===== src/rtl/timer_pkg.sv =====
`default_nettype none
// +----------------------------------------------------------------------+
// | timer_pkg                                                            |
// | Register map and reset constants shared by the machine timer.        |
// | Rev 1.0                                                              |
// +----------------------------------------------------------------------+
package timer_pkg;

  typedef enum logic [1:0] {
    MTIME_LO    = 2'd0,
    MTIME_HI    = 2'd1,
    MTIMECMP_LO = 2'd2,
    MTIMECMP_HI = 2'd3
  } timer_reg_e;

  localparam logic [63:0] MTIMECMP_RESET = 64'hFFFF_FFFF_FFFF_FFFF;

  // Replace one 32-bit half of a 64-bit register, keeping the other half.
  function automatic logic [63:0] write_half(input logic [63:0] old_val,
                                             input logic        hi,
                                             input logic [31:0] data);
    logic [63:0] res;
    res = old_val;
    if (hi) res[63:32] = data;
    else    res[31:0]  = data;
    return res;
  endfunction

endpackage
`default_nettype wire


===== src/rtl/counter.sv =====
`default_nettype none
// +----------------------------------------------------------------------+
// | counter                                                              |
// | Generic loadable up/down counter with carry-in and carry/borrow out. |
// | Rev 1.0                                                              |
// +----------------------------------------------------------------------+
module counter #(
  parameter int Width     = 8,
  parameter int Increment = 1
) (
  input  logic             clk,
  input  logic             rst,
  input  logic             enable,
  input  logic             up0_down1,
  input  logic             carry_in,
  input  logic             load,
  input  logic [Width-1:0] load_count,
  output logic [Width-1:0] count,
  output logic             carry_out
);

  localparam int             c_w1  = Width + 1;
  localparam logic [Width:0] c_inc = c_w1'(Increment);

  logic [Width-1:0] r_count;
  logic [Width:0]   w_up;
  logic [Width:0]   w_dn;

  // One extra bit on each path captures carry (up) or borrow (down).
  assign w_up = {1'b0, r_count} + c_inc + c_w1'(carry_in);
  assign w_dn = {1'b0, r_count} - c_inc - c_w1'(carry_in);

  always_ff @(posedge clk or posedge rst) begin
    if (rst) begin
      r_count <= '0;
    end else if (load) begin
      r_count <= load_count;
    end else if (enable) begin
      r_count <= up0_down1 ? w_dn[Width-1:0] : w_up[Width-1:0];
    end
  end

  assign count     = r_count;
  assign carry_out = enable & (up0_down1 ? w_dn[Width] : w_up[Width]);

endmodule
`default_nettype wire


===== src/rtl/machine_timer.sv =====
`default_nettype none
// +----------------------------------------------------------------------+
// | machine_timer                                                        |
// | RISC-V mtime/mtimecmp with prescaled tick and level timer interrupt. |
// | Rev 1.0                                                              |
// +----------------------------------------------------------------------+
module machine_timer
  import timer_pkg::*;
#(
  parameter int TickDiv       = 1,
  parameter int PrescaleWidth = 8
) (
  input  logic        clk,
  input  logic        rst,
  input  logic        tick_en,
  input  logic        req_valid,
  output logic        req_ready,
  input  logic        req_write,
  input  logic [1:0]  req_addr,
  input  logic [31:0] req_wdata,
  output logic        resp_valid,
  output logic [31:0] resp_rdata,
  output logic        irq
);

  localparam logic [PrescaleWidth-1:0] c_tick_last = PrescaleWidth'(TickDiv - 1);

  logic [63:0]              r_mtime;
  logic [63:0]              r_mtimecmp;
  logic [31:0]              r_hi_shadow;
  logic                     r_resp_valid;
  logic [31:0]              r_resp_rdata;
  logic                     r_irq;

  logic [PrescaleWidth-1:0] w_count;
  logic                     w_unused_carry;
  logic                     w_tick;
  timer_reg_e               w_addr;
  logic                     w_wr;
  logic                     w_rd;
  logic                     w_mtime_wr;
  logic                     w_cmp_wr;
  logic [63:0]              w_mtime_next;
  logic [63:0]              w_cmp_next;
  logic [31:0]              w_rdata;

  assign w_addr     = timer_reg_e'(req_addr);
  assign w_wr       = req_valid & req_write;
  assign w_rd       = req_valid & ~req_write;
  assign w_mtime_wr = w_wr & ((w_addr == MTIME_LO) | (w_addr == MTIME_HI));
  assign w_cmp_wr   = w_wr & ((w_addr == MTIMECMP_LO) | (w_addr == MTIMECMP_HI));

  assign w_tick = tick_en & (w_count == c_tick_last);

  // A software write to mtime restarts the prescaler phase.
  counter #(
    .Width     (PrescaleWidth),
    .Increment (1)
  ) u_prescaler (
    .clk        (clk),
    .rst        (rst),
    .enable     (tick_en),
    .up0_down1  (1'b0),
    .carry_in   (1'b0),
    .load       (w_tick | w_mtime_wr),
    .load_count ({PrescaleWidth{1'b0}}),
    .count      (w_count),
    .carry_out  (w_unused_carry)
  );

  // A write to mtime suppresses that cycle's increment entirely.
  always_comb begin
    w_mtime_next = r_mtime;
    if (w_mtime_wr) begin
      w_mtime_next = write_half(r_mtime, req_addr[0], req_wdata);
    end else if (w_tick) begin
      w_mtime_next = r_mtime + 64'd1;
    end
  end

  always_comb begin
    w_cmp_next = r_mtimecmp;
    if (w_cmp_wr) begin
      w_cmp_next = write_half(r_mtimecmp, req_addr[0], req_wdata);
    end
  end

  always_comb begin
    w_rdata = '0;
    case (w_addr)
      MTIME_LO:    w_rdata = r_mtime[31:0];
      MTIME_HI:    w_rdata = r_hi_shadow;
      MTIMECMP_LO: w_rdata = r_mtimecmp[31:0];
      MTIMECMP_HI: w_rdata = r_mtimecmp[63:32];
      default:     w_rdata = '0;
    endcase
  end

  always_ff @(posedge clk or posedge rst) begin
    if (rst) begin
      r_mtime      <= '0;
      r_mtimecmp   <= MTIMECMP_RESET;
      r_hi_shadow  <= '0;
      r_resp_valid <= 1'b0;
      r_resp_rdata <= '0;
      r_irq        <= 1'b0;
    end else begin
      r_mtime      <= w_mtime_next;
      r_mtimecmp   <= w_cmp_next;
      r_irq        <= (w_mtime_next >= w_cmp_next);
      if (w_rd && (w_addr == MTIME_LO)) begin
        r_hi_shadow <= r_mtime[63:32];
      end
      r_resp_valid <= req_valid;
      r_resp_rdata <= w_rd ? w_rdata : 32'd0;
    end
  end

  assign req_ready  = 1'b1;
  assign resp_valid = r_resp_valid;
  assign resp_rdata = r_resp_rdata;
  assign irq        = r_irq;

endmodule
`default_nettype wire


===== config.mk =====
export PLATFORM = sky130hd
export DESIGN_NAME = machine_timer
export DESIGN_NICKNAME = d
export VERILOG_FILES = /design/src/rtl/timer_pkg.sv /design/src/rtl/counter.sv /design/src/rtl/machine_timer.sv
export SDC_FILE = /design/constraint.sdc
export NUM_CORES = 1
export LEC_CHECK = 0
export BUFFER_PORTS_ARGS = -buffer_cell sky130_fd_sc_hd__buf_2
export CORE_MARGIN = 2
export CORE_UTILIZATION = 47
export DETAILED_ROUTE_END_ITERATION = 10
export GPL_ROUTABILITY_DRIVEN = 0
export PLACE_DENSITY_LB_ADDON = 0.15
export SYNTH_ARGS = -nofsm -noshare
export SYNTH_HDL_FRONTEND = slang
export SYNTH_SLANG_ARGS = --single-unit

===== constraint.sdc =====
create_clock -name clk -period 8.6 [get_ports clk]
set_input_delay 0.43 -clock clk [delete_from_list [all_inputs] [get_ports clk]]
set_output_delay 0.43 -clock clk [all_outputs]
set_load 0.03 [all_outputs]

; ---- After elaboration in Yosys (flattened, before gate mapping)
; Index checks and enable logic that the tools add are counted.
[totals]
reg_bits = 202
output_inout_bits = 35
[classes]
bitwise = 9
order_cmp = 1
n_reduce_logical = 4
addsub = 2
mux = 11
eq_ne = 3
[ops]
columns = operator, n
row1 = 2-to-1 mux 64 bit, 3
row2 = 2-to-1 mux 32 bit, 5
row3 = case mux 32 bit (4 select lines), 1
row4 = adder 64 x 1 -> 64 bit (second input constant), 1
row5 = >= comparator 64 bit, 1
row6 = 2-to-1 mux 8 bit, 2
row7 = adder 8 x 1 -> 8 bit (second input constant), 1
row8 = zero test 8 bit, 1
row9 = bitwise AND 1 bit, 5
row10 = == test 2 bit (second input constant), 2
row11 = bitwise OR 1 bit, 3
row12 = == test 2 x 1 -> 1 bit (second input constant), 1
row13 = zero test 2 bit, 1
row14 = nonzero test 2 bit, 1
row15 = logical AND 1 bit, 1
row16 = NOT 1 bit, 1

; ---- Longest topological paths before layout
[depth]
word_depth = 5
depth_mapped = 16
mapped_depth_nobuf = 15

; ---- By module
; A second synthesis with hierarchy kept.
[unflattened]
cells_unflattened = 1117
hier_area_um2 = 11903.9
[by_module_without_submodules]
columns = module, cells_each, n_inst, area_each_um2
row1 = machine_timer, 1040, 1, 11230.8
row2 = counter, 77, 1, 673.1

; ---- Least setup slack after synthesis
; OpenSTA, ideal clock, no wires.
[synth_path]
path_type = reg2reg
start = register u_prescaler.r_count[0], in the netlist u_prescaler.count[0]
end = register r_irq, in the netlist irq
stages_incl_launch_ff = 17
t_required_ns = 8.470
setup_ns = 0.130
arrival_time_ns = 3.298
setup_slack_ns = 5.173
cell_sequence = dfrtp_1 inv_1 ha_1 nor4b_2 and3_2 nand4_4 buf_2 nor2_4 a311oi_1 a311oi_1 ha_1 a21oi_1 o21ai_0 a221o_1 o31a_1 nor3_1 o21ai_0
[synth_via]
elab_chain_len = 5
[synth_rtl]
columns = item, line
row1 = "start, declared", counter.sv:25  ; logic [Width-1:0] r_count;
row2 = "start signal, assigned", counter.sv:37  ; r_count <= load_count;
row3 = "start signal, assigned", counter.sv:39  ; r_count <= up0_down1 ? w_dn[Width-1:0] : w_up[Width-1:0];
row4 = zero test 8 bit, machine_timer.sv:53  ; assign w_tick = tick_en & (w_count == c_tick_last);
row5 = bitwise AND 1 bit, machine_timer.sv:53
row6 = 2-to-1 mux 64 bit, machine_timer.sv:76  ; end else if (w_tick) begin
row7 = 2-to-1 mux 64 bit, machine_timer.sv:74  ; if (w_mtime_wr) begin
row8 = via w_mtime_next[35], machine_timer.sv:43  ; logic [63:0] w_mtime_next;
row9 = >= comparator 64 bit, machine_timer.sv:110  ; r_irq <= (w_mtime_next >= w_cmp_next);
row10 = "end signal, assigned", machine_timer.sv:110
row11 = "end, declared", machine_timer.sv:33  ; logic r_irq;
; The timed path passes the listed nets, and every way through them passes these cells.
; A chain may end at the register's enable or synchronous reset.

; ---- Worst setup path in the final report
[layout_path]
start = register r_mtime[0]
end = register r_irq, in the netlist irq
[layout_via]
elab_chain_len = 4
word_cells_on_any_way = 5
classes_between = 1 x add/sub / 1 x order compare / 3 x mux
[layout_rtl]
columns = item, line
row1 = "start, declared", machine_timer.sv:28  ; logic [63:0] r_mtime;
row2 = "start signal, assigned", machine_timer.sv:108  ; r_mtime <= w_mtime_next;
row3 = adder 64 x 1 -> 64 bit, machine_timer.sv:77  ; w_mtime_next = r_mtime + 64'd1;
row4 = 2-to-1 mux 64 bit, machine_timer.sv:76
row5 = 2-to-1 mux 64 bit, machine_timer.sv:74
row6 = via w_mtime_next[46], machine_timer.sv:43
row7 = >= comparator 64 bit, machine_timer.sv:110
; The timed path passes the listed nets, and every way through them passes these cells.

==> impl_metrics.tcl <==
set metrics [dict create \
    cts_buffers 24 \
    ios 74 \
    cts.reportedPaths.clkPinSlew_ns 0.06 \
    worst-path-buf-inv 0 \
    setup_viol 0 \
    antenna_found_initial 1 \
    yosysTopAreaCell "dfrtp_1" \
    synth_flop_cell "dfrtp_1" \
    critical_path.top_delay_family "simple AND/OR/NAND/NOR gates" \
    dieArea_um2 25800 \
    ctsHoldBuffers 0 \
    timing.final.crit_period_ns 4.50 \
    max_slew_margin 0.360 \
    yosys_register_bits 202 \
    swShare 0.332 \
    synth_edf_count 0 \
    synth.avg_cell_area_um2 11.0 \
    multiInputGateArea_um2 5880 \
    criticalPathCategory "reg -> reg" \
    core_um2 24200 \
    peakVddDrop_uv 161 \
    port_buffers 72 \
    worst_slew_pin_slew_ns 0.960 \
    synth-async-reset-ratio 1.00 \
    grt_pass1_vias 8807 \
    yosysTopAreaCellShare 0.300 \
    synth_area_leaders "dfrtp_1, dfstp_2, mux2_2, ha_1, mux4_2" \
    postCtsResizedCells 0 \
    cts_setup_buffers 0 \
    start_kind "flip-flop" \
    tns_ns 0 \
    drv_slew 0 \
    wl_per_cell_um 21.7 \
    fmax_mhz 222 \
    area_growth_pct 12.9 \
    intPower_mw 2.32 \
    grt_pass1_wl_um 50800 \
    synth_cells 1047 \
    p_sw_mw 1.15 \
    crit_slowest_cell "nor4_4" \
    ys_seq_area_frac 0.445 \
    cts_tree "yes" \
    path_max_fanout 9 \
    seqPwrFrac 0.408 \
    drcViolationCount 0 \
    clk_latency_ns 0.52 \
    rsz0062_at_grt "no" \
    pre_cts_slack_ns 3.83 \
    clock-sinks 202 \
    ctsLongestPathBuffers 3 \
    htree_levels 1 \
    finalHoldViolations 0 \
    worst-endpoint-arrival_ns 4.90 \
    vias_per_cell 6.02 \
    power.share.clock 0.306 \
    start_util 0.477 \
    drv_cap 0 \
    setup.worst_path.end_class "flip-flop" \
    drtAntennaViolNets 0 \
    status "completed" \
    dr_total_vias 8760 \
    drt-initial-drc-count 708 \
    power_frac_comb 0.286 \
    fillers 2179 \
    setup_ws_ns 4.10 \
    seq_area_um2 5130 \
    hold_class "in -> async" \
    fin_nets 1217 \
    synth_cell_types 73 \
    crit_path_cell_trace "ha_1 > nand3_1 > nor2_1 > nand4_2 > nor4_4 > a22oi_1 > o31ai_1 > ha_1 > nand4_1 > nor3_1 > a221o_1 > o31a_1 > nor3_1 > o21ai_0" \
    p_leak_nw 5.70 \
    drive_gt1_frac 0.298 \
    grt.total_usage 0.249 \
    dp_hpwl_um 22500 \
    drtPass1Iterations 5 \
    grt_max_degree 129 \
    worstPathRequired_ns 8.99 \
    max_stage_delay_ns 0.62 \
    fp.dieH_um 161 \
    dieWidth_um 161 \
    ff2ff_setup_slack_ns 4.10 \
    fin_worst_skew_ns 0.0126 \
    clockRootBuffer "clkbuf_16" \
    yosys_warnings 0 \
    synthesis.nets 1153 \
    syn_area_um2 11500 \
    post-route-period-util 0.524 \
    gr-total-overflow 0 \
    p_per_area_nw_per_um2 266 \
    wl_um 31500 \
    rows 57 \
]
-- stage by stage --
step | hold WS [ns] | total power, mW | std cells | util | area [µm²]
finish | 0.0619 | 3.47 | 1454 | 0.538 | 13000
global route | 0.138 | 3.67 | 1453 | 0.538 | 13000
CTS | 0.125 | 3.49 | 1453 | 0.538 | 13000
detailed placement | 0.490 | 2.41 | 1409 | 0.503 | 12200
global placement | 0.485 | 2.39 | 1409 | 0.503 | 12200
floorplan | 0.461 | 2.09 | 1047 | - | 11500
-- cell usage in the layout, fill, tap and decap left out, types with 25 or more instances in the layout --
master / count
nor3_1: 27
nor2b_1: 33
dfstp_2: 64
clkbuf_16: 25
inv_1: 73
dfrtp_1: 138
a21oi_1: 44
mux4_2: 32
buf_2: 72
mux2_2: 83
nand2_1: 56
nand4_1: 30
ha_1: 67
o21ai_0: 26
nor2_1: 75
nand3_1: 33
-- power groups by stage --
stage / Sequential, mW / Clock (mW) / Combinational [mW]
finish: 1.42 / 1.06 / 0.992
global route: 1.44 / 1.12 / 1.11
CTS: 1.41 / 1.08 / 0.992
detailed placement: 1.42 / 0 / 0.984
global placement: 1.42 / 0 / 0.971
floorplan: 1.38 / 0 / 0.711
-- logic make-up (layout without fill, tap and decap cells) --
group	count (synthesis)	count (layout)	share of synthesized area
AO/OA/AOI/OAI	181	181	0.107
buffers and inverters	122	204	0.0449
adder cells (fa/ha/maj)	67	67	0.0727
flip-flops	202	202	0.445
other	1	2	0.000325
XOR/XNOR	8	8	0.00608
AND/OR/NAND/NOR	337	337	0.167
multiplexers	129	129	0.156
-- Yosys cell counts (7+ instances only) --
cell and number:
a211oi_1 20, a21o_1 10, a21oi_1 44, a311oi_1 20
and3_1 18, and4_1 16, buf_2 9, clkbuf_1 27
dfrtp_1 138, dfstp_2 64, ha_1 67, inv_1 74
mux2_2 83, mux2i_1 14, mux4_2 32, nand2_1 56
nand3_1 33, nand4_1 30, nor2_1 75, nor2b_1 33
nor3_1 28, o211ai_1 9, o21ai_0 26, o22ai_1 7
-- sequential cells by signal (all words and copies together), names as in the netlist --
name	cells
irq	1
r_hi_shadow	32
r_mtime	64
r_mtimecmp	64
resp_rdata	32
resp_valid	1
u_prescaler.count	8
-- area by class of cell --
cell class              instances  share of cell area
well taps                     324              0.0311
flip-flops and latches        202               0.394
clock inverters                 9             0.00769
diodes                          1            0.000192
inverters                      74              0.0219
clock buffers                  35              0.0571
repair buffers                 86              0.0358
multi-input cells             723               0.452
-- layer usage --
metal | part of all wire | wire (µm) | vias up | global-route usage
li1 | - | - | 4029 | -
met1 | 0.47 | 15000 | 4399 | 0.372
met2 | 0.44 | 13900 | 269 | 0.377
met3 | 0.061 | 1910 | 63 | 0.0398
met4 | 0.023 | 739 | 0 | 0.0713
met5 | 0 | 0 | - | 0
-- worst paths after layout --
path	start	to	depth (start not counted)
min in group clk	req_valid	resp_valid	1
setup / recovery	r_mtime[0]	irq	14
setup reg to reg	r_mtime[0]	irq	14
hold reg to reg	r_hi_shadow[3]	r_hi_shadow[3]	1
max in group asynchronous	rst	resp_rdata[4]	3
hold / removal	rst	resp_rdata[12]	2
No activity file was read; power rests on OpenSTA's default activity.
